`src/rtl/epcs_read_sequencer.sv`:
```
// EPCS serial flash bulk-read sequencer (SPI mode 0, READ 0x03).
// Streams bytes on a valid/ready port and stalls DCLK low on back-pressure.
module epcs_read_sequencer #(
    parameter int CLK_DIV = 4,
    parameter int CS_HIGH = 4,
    parameter int LEN_W   = 16
) (
    input  logic             i_clk,
    input  logic             i_rst,
    input  logic             i_cmd_valid,
    output logic             o_cmd_ready,
    input  logic [23:0]      i_cmd_addr,
    input  logic [LEN_W-1:0] i_cmd_len,
    output logic [7:0]       o_rd_data,
    output logic             o_rd_valid,
    input  logic             i_rd_ready,
    output logic             o_busy,
    output logic             o_done,
    output logic             o_epcs_dclk,
    output logic             o_epcs_sce,
    output logic             o_epcs_sdo,
    input  logic             i_epcs_data0
);

    localparam int CNT_MAX = (CLK_DIV > CS_HIGH) ? CLK_DIV : CS_HIGH;
    localparam int CNT_W   = $clog2(CNT_MAX) + 1;

    localparam logic [7:0] READ_CMD = 8'h03;

    localparam logic [2:0] S_IDLE = 3'd0;
    localparam logic [2:0] S_CMD  = 3'd1;
    localparam logic [2:0] S_ADDR = 3'd2;
    localparam logic [2:0] S_DATA = 3'd3;
    localparam logic [2:0] S_CSH  = 3'd4;
    localparam logic [2:0] S_DONE = 3'd5;

    logic [2:0]       r_state;
    logic [CNT_W-1:0] r_cnt;
    logic             r_dclk;
    logic             r_sce;
    logic             r_sdo;
    logic [31:0]      r_tx;
    logic [5:0]       r_bit;
    logic [LEN_W-1:0] r_len;
    logic [6:0]       r_rx;
    logic [7:0]       r_rd_data;
    logic             r_rd_valid;

    logic       w_shift;
    logic       w_edge;
    logic       w_stall;
    logic       w_rise;
    logic       w_fall;
    logic       w_take;
    logic       w_csh_end;
    logic [7:0] w_rx_byte;

    assign w_shift   = (r_state == S_CMD) || (r_state == S_ADDR)
                    || (r_state == S_DATA);
    assign w_edge    = (r_cnt == CNT_W'(CLK_DIV - 1));
    // A pending byte blocks the first rise of the next one.
    assign w_stall   = (r_state == S_DATA) && !r_dclk && (r_bit == 6'd0)
                    && r_rd_valid && !i_rd_ready;
    assign w_rise    = w_shift && w_edge && !r_dclk && !w_stall;
    assign w_fall    = w_shift && w_edge && r_dclk;
    assign w_take    = r_rd_valid && i_rd_ready;
    assign w_csh_end = (r_cnt == CNT_W'(CS_HIGH - 1));
    assign w_rx_byte = {r_rx, i_epcs_data0};

    always_ff @(posedge i_clk or posedge i_rst) begin
        if (i_rst) begin
            r_state    <= S_IDLE;
            r_cnt      <= '0;
            r_dclk     <= 1'b0;
            r_sce      <= 1'b1;
            r_sdo      <= 1'b0;
            r_tx       <= '0;
            r_bit      <= '0;
            r_len      <= '0;
            r_rx       <= '0;
            r_rd_data  <= '0;
            r_rd_valid <= 1'b0;
        end else begin
            if (w_take) begin
                r_rd_valid <= 1'b0;
            end
            unique case (r_state)
                S_IDLE: begin
                    if (i_cmd_valid) begin
                        r_len  <= i_cmd_len;
                        r_tx   <= {READ_CMD, i_cmd_addr};
                        r_cnt  <= '0;
                        r_bit  <= '0;
                        r_dclk <= 1'b0;
                        if (i_cmd_len == '0) begin
                            r_state <= S_DONE;
                        end else begin
                            r_state <= S_CMD;
                            r_sce   <= 1'b0;
                            r_sdo   <= READ_CMD[7];
                        end
                    end
                end
                S_CMD, S_ADDR, S_DATA: begin
                    if (w_stall || w_edge) begin
                        r_cnt <= '0;
                    end else begin
                        r_cnt <= r_cnt + CNT_W'(1);
                    end
                    if (w_rise) begin
                        r_dclk <= 1'b1;
                        if (r_state == S_DATA) begin
                            r_rx <= w_rx_byte[6:0];
                            if (r_bit == 6'd7) begin
                                r_rd_data  <= w_rx_byte;
                                r_rd_valid <= 1'b1;
                                r_len      <= r_len - LEN_W'(1);
                                r_bit      <= '0;
                            end else begin
                                r_bit <= r_bit + 6'd1;
                            end
                        end else begin
                            r_bit <= r_bit + 6'd1;
                        end
                    end
                    if (w_fall) begin
                        r_dclk <= 1'b0;
                        r_tx   <= {r_tx[30:0], 1'b0};
                        r_sdo  <= r_tx[30];
                        if ((r_state == S_CMD) && (r_bit == 6'd8)) begin
                            r_state <= S_ADDR;
                        end
                        if ((r_state == S_ADDR) && (r_bit == 6'd32)) begin
                            r_state <= S_DATA;
                            r_bit   <= '0;
                        end
                        // Last byte captured: release chip select.
                        if ((r_state == S_DATA) && (r_len == '0)) begin
                            r_state <= S_CSH;
                            r_sce   <= 1'b1;
                            r_sdo   <= 1'b0;
                        end
                    end
                end
                S_CSH: begin
                    if (w_csh_end) begin
                        if (!r_rd_valid) begin
                            r_state <= S_DONE;
                        end
                    end else begin
                        r_cnt <= r_cnt + CNT_W'(1);
                    end
                end
                S_DONE: begin
                    r_state <= S_IDLE;
                end
                default: begin
                    r_state <= S_IDLE;
                end
            endcase
        end
    end

    assign o_cmd_ready = (r_state == S_IDLE);
    assign o_busy      = (r_state != S_IDLE);
    assign o_done      = (r_state == S_DONE);
    assign o_rd_data   = r_rd_data;
    assign o_rd_valid  = r_rd_valid;
    assign o_epcs_dclk = r_dclk;
    assign o_epcs_sce  = r_sce;
    assign o_epcs_sdo  = r_sdo;

endmodule
```
`config.mk`:
```
export PLATFORM = sky130hd
export DESIGN_NAME = epcs_read_sequencer
export DESIGN_NICKNAME = d
export VERILOG_FILES = /design/src/rtl/epcs_read_sequencer.sv
export SDC_FILE = /design/constraint.sdc
export NUM_CORES = 1
export LEC_CHECK = 0
export ABC_AREA = 1
export BUFFER_PORTS_ARGS = -buffer_cell sky130_fd_sc_hd__buf_2
export CAP_MARGIN = 20
export CORE_MARGIN = 2
export CORE_UTILIZATION = 62
export CTS_BUF_LIST = sky130_fd_sc_hd__clkbuf_16
export CTS_CLUSTER_SIZE = 20
export DETAILED_ROUTE_END_ITERATION = 6
export PLACE_DENSITY = 0.95
export SYNTH_ARGS = -nofsm -noshare
export SYNTH_HDL_FRONTEND = slang
export SYNTH_SLANG_ARGS = --single-unit
```
`constraint.sdc`:
```
create_clock -name i_clk -period 4.8 [get_ports i_clk]
set_input_delay 0.96 -clock i_clk [delete_from_list [all_inputs] [get_ports i_clk]]
set_output_delay 0.96 -clock i_clk [all_outputs]
set_load 0.02 [all_outputs]
```
# Word level (Yosys, flattened, before mapping)
# Index checks and enable logic that the tools add are counted.
# W data, S select, Z words.
# word_totals
regBits	78
in_bits	45
out_inout_bits	15
word_cells	116
# op_classes
n_addsub	3
eq_ne	21
muxes	45
n_reduce_logical	36
# op_table
cell	count
$mux W16	4
$mux W31	2
$pmux W31 S2	1
$mux W6	6
$mux W3	11
$logic_not A16 Y1	2
$pmux W16 S2	1
$ne A2 B2 Y1 const B	10
$pmux W3 S3	2
$sub A16 B1 Y16 const B	1
$reduce_and A5 Y1	3
$mux W1	14
$logic_and A1 B1 Y1	12
$pmux W6 S2	1
$reduce_and A3 Y1	4
$eq A3 B2 Y1 const B	3
$reduce_and A4 Y1	2
$add A6 B1 Y6 const B	1
$eq A3 B3 Y1 const B	2
$eq A6 B3 Y1 const B	1
$eq A6 B4 Y1 const B	1
$eq A6 B6 Y1 const B	1
$logic_not A6 Y1	1
$pmux W1 S2	3
other kinds (11)	16

# Longest topological paths before layout
# depth
word_depth	11
ltp_mapped	11
ltp_nobuf	11

# Worst setup path after synthesis
# No wires, ideal clock.
# synth_path
kind	register to output
from	register r_state[1]
to	output port o_cmd_ready
arrival_time_ps	1016
required_time_ps	3840
slack_ps	2824
path_stages_with_launch	4
path_buffers	0
path_cell_list	dfrtp_1 -> nor2_1 -> nand2_1 -> inv_1
# synth_via
elab_chain_cells	1
# synth_lines
element	line	text
start: declaration	37	logic [2:0] r_state;
start signal: assignment	72	r_state <= S_IDLE;
start signal: assignment	96	r_state <= S_DONE;
start signal: assignment	98	r_state <= S_CMD;
$logic_not A3 Y1	164	assign o_cmd_ready = (r_state == S_IDLE);
end: declaration	11	output logic o_cmd_ready,
# Every way passes these cells.

# Worst setup path after layout
# Same ends and word-level chain as after synthesis.

==> results by group <==
Outcome
  – Status: complete, no violations

Clock network
  – Max Root-Sink Buffers: 2
  – Hold buffers post-CTS: 0
  – CTS root buf: clkbuf_16
  – TritonCTS Buffers: 9
  – CTS tree: yes
  – Sink Count: 78
  – # resized after CTS: 0
  – Clk slew on worst S/H paths: 60 ps
  – Latest clock arrival within the worst-skew pair: 330 ps
  – H-tree depth: 3
  – Setup Buffers After CTS: 0

Final layout
  – Antenna diodes: 0
  – Most common cell after layout, fill and taps aside: nand2_1
  – Finished Layout Cells: 739
  – Final instance area: 0.00512 mm²
  – Area Overhead vs Synth: 14.9%
  – Filler cells: 498
  – Most frequent cells in the layout: nand2_1, inv_1, dfrtp_1
  – Finished Core Util: 0.745
  – Share of layout cells above drive strength 1: 0.199
  – Fin nets: 690

Timing
  – Fin Setup TNS: 0 ps
  – Final Max Slew Viols: 0
  – Worst-margin pin slew: 627 ps
  – Setup ws final: 2350 ps
  – Final Hold Fails: 0
  – Worst Skew: 4.75 ps
  – Min Clock Period, post-route: 2450 ps
  – Max transition margin: 0.582
  – RSZ-0062 raised after global routing: false
  – Final count of negative-setup-slack endpoints: 0
  – Period utilization: 0.511
  – Fmax: 408 MHz

Place
  – Dpl cells: 722
  – Dpl cell area: 0.00474 mm²
  – Final GP Congestion: 0.906
  – Port bufs: 59
  – Pre-CTS setup slack: 2200 ps
  – DP HPWL: 6840 µm

Global routing
  – Vias in the first global route: 3922
  – Gr ovfl total: 0
  – Initial antenna violation count: 0
  – Pin count of the biggest net entering global routing: 72
  – All-Layer GR Usage: 0.297
  – First-pass GRT wire length: 17900 µm

Synth
  – Synth Net Count: 635
  – Post-Syn Area: 0.00445 mm²
  – Post-synth EDFFs: 0
  – Yosys warns: 0
  – Register area share after synthesis: 0.439
  – Share of flip-flops with an asynchronous set or reset: 1.00
  – Synthesized instance count: 584
  – Main area contributors after synthesis: dfrtp_1, nand2_1, inv_1
  – Leading area contributor after synthesis: dfrtp_1
  – Ys flop type: dfrtp_1
  – Synth top area share: 0.433
  – Syn avg cell area: 7.63 µm²
  – Yosys reg bits: 78
  – Yosys cell types: 38

Routing
  – Drt initial violations: 285
  – Final WL: 10700 µm
  – DRT Pass-1 Iters: 5
  – Routed Antenna Nets: 0
  – Wirelength per Cell: 14.5 µm
  – Vias: 4069
  – DRC viols: 0
  – Vias/cell: 5.51

Critical path
  – Worst endpoint required time: 3840 ps
  – Worst reg2reg path endpoint: r_len[12]
  – WS Path Type: register to primary output
  – Critical Path AT: 1490 ps
  – RR Startpoint: r_cnt[0]
  – R2r worst-path depth: 9
  – Crit. End Element: primary output
  – Flop-to-flop setup slack: 2710 ps
  – Critical path origin: r_state[1]
  – End point of the critical path: o_cmd_ready
  – CP startpoint kind: register
  – CP Max Fanout: 7

Floorplan
  – # rows: 30
  – Ports: 60
  – Initial Utilization: 0.648
  – Core ar.: 0.00687 mm²
  – Overall die height: 88.8 µm
  – DIE WIDTH: 88.8 µm
  – Die area: 0.00788 mm²

Power
  – Cell leakage power: 2.60 nW
  – Clock power share: 0.235
  – Fraction of power spent switching nets: 0.429
  – Reg power frac: 0.320
  – Switching power total: 0.00141 W
  – PwrDens: 641 mW/mm²
  – Internal: 0.00188 W
  – Comb power frac: 0.444
  – Peak supply drop: 0.318 mV

Hold path
  – Min-Delay Path Class: register to register

Flow run
  – Max Cap Viol: 0
-- state kept, by name (all words and copies together) (netlist names), 3 cells and up --
signal,cells
o_rd_data,8
r_bit,6
r_tx,31
r_cnt,3
r_len,16
r_state,3
r_rx,7
-- worst max-delay path, stage by stage, from the launching register on --
cell	delay, ps
dfrtp_1	490
nor2_1	250
nand2_1	130
inv_1	110
buf_2	170
-- per-layer routing --
metal | GRT usage | vias to the layer above | share of wire
li1 | - | 1959 | -
met1 | 0.358 | 1854 | 0.38
met2 | 0.502 | 206 | 0.50
met3 | 0.0700 | 50 | 0.080
met4 | 0.142 | 0 | 0.040
met5 | 0 | - | 0
-- cell families after synthesis --
logic type	count (synthesis)	synth area share
AOI/OAI and AO/OA	97	0.138
DFF	78	0.439
and+or+nand+nor	296	0.298
adders and majority gates	6	0.0169
buffers and inverters	105	0.105
xor gates and xnor gates	2	0.00393
-- synth_stat cells, types with 3 or more instances --
cell,count
nand2_1,160
inv_1,82
dfrtp_1,77
nor2_1,67
o21ai_0,36
nand3_1,32
o211ai_1,24
o21ai_2,12
o21ai_1,11
nand2_2,8
nand3_2,7
or2_2,7
ha_1,6
buf_2,5
clkbuf_1,5
inv_2,5
buf_6,4
o22ai_1,4
a31oi_1,3
-- per-stage QoR --
stage,hold slack [ps],power (W)
CTS,479,0.00323
detailed placement,464,0.00240
finish,474,0.00328
global route,510,0.00353
global placement,463,0.00232
floorplan,453,0.00217
-- power by group through the flow --
stage               Clock [W]  Sequential, W  Combinational [W]
floorplan                   0        0.00101            0.00116
global placement            0        0.00104            0.00128
detailed placement          0        0.00105            0.00135
CTS                  0.000778        0.00105            0.00140
global route         0.000808        0.00107            0.00165
finish               0.000773        0.00105            0.00146
-- layout make-up --
class | instances | area, µm² | area share
repair buffers | 62 | 343 | 0.0670
clock inverters | 6 | 111 | 0.0218
well taps | 96 | 120 | 0.0235
inverters | 87 | 327 | 0.0638
flip-flops and latches | 78 | 1950 | 0.382
clock buffers | 9 | 225 | 0.0440
multi-input cells | 401 | 2040 | 0.398
-- worst min path at each step --
stage	startpoint	end	slack, ps	cells past startpoint
2_1_floorplan	r_cnt[2]	r_cnt[2]	450	2
3_3_place_gp	o_rd_data[1]	o_rd_data[1]	460	2
3_5_place_dp	o_rd_data[0]	o_rd_data[0]	460	2
4_1_cts	o_rd_data[0]	o_rd_data[0]	480	2
5_1_grt	r_cnt[1]	r_cnt[1]	510	2
6_report	o_rd_data[0]	o_rd_data[0]	470	2
Power figures use the tool's default switching activity.
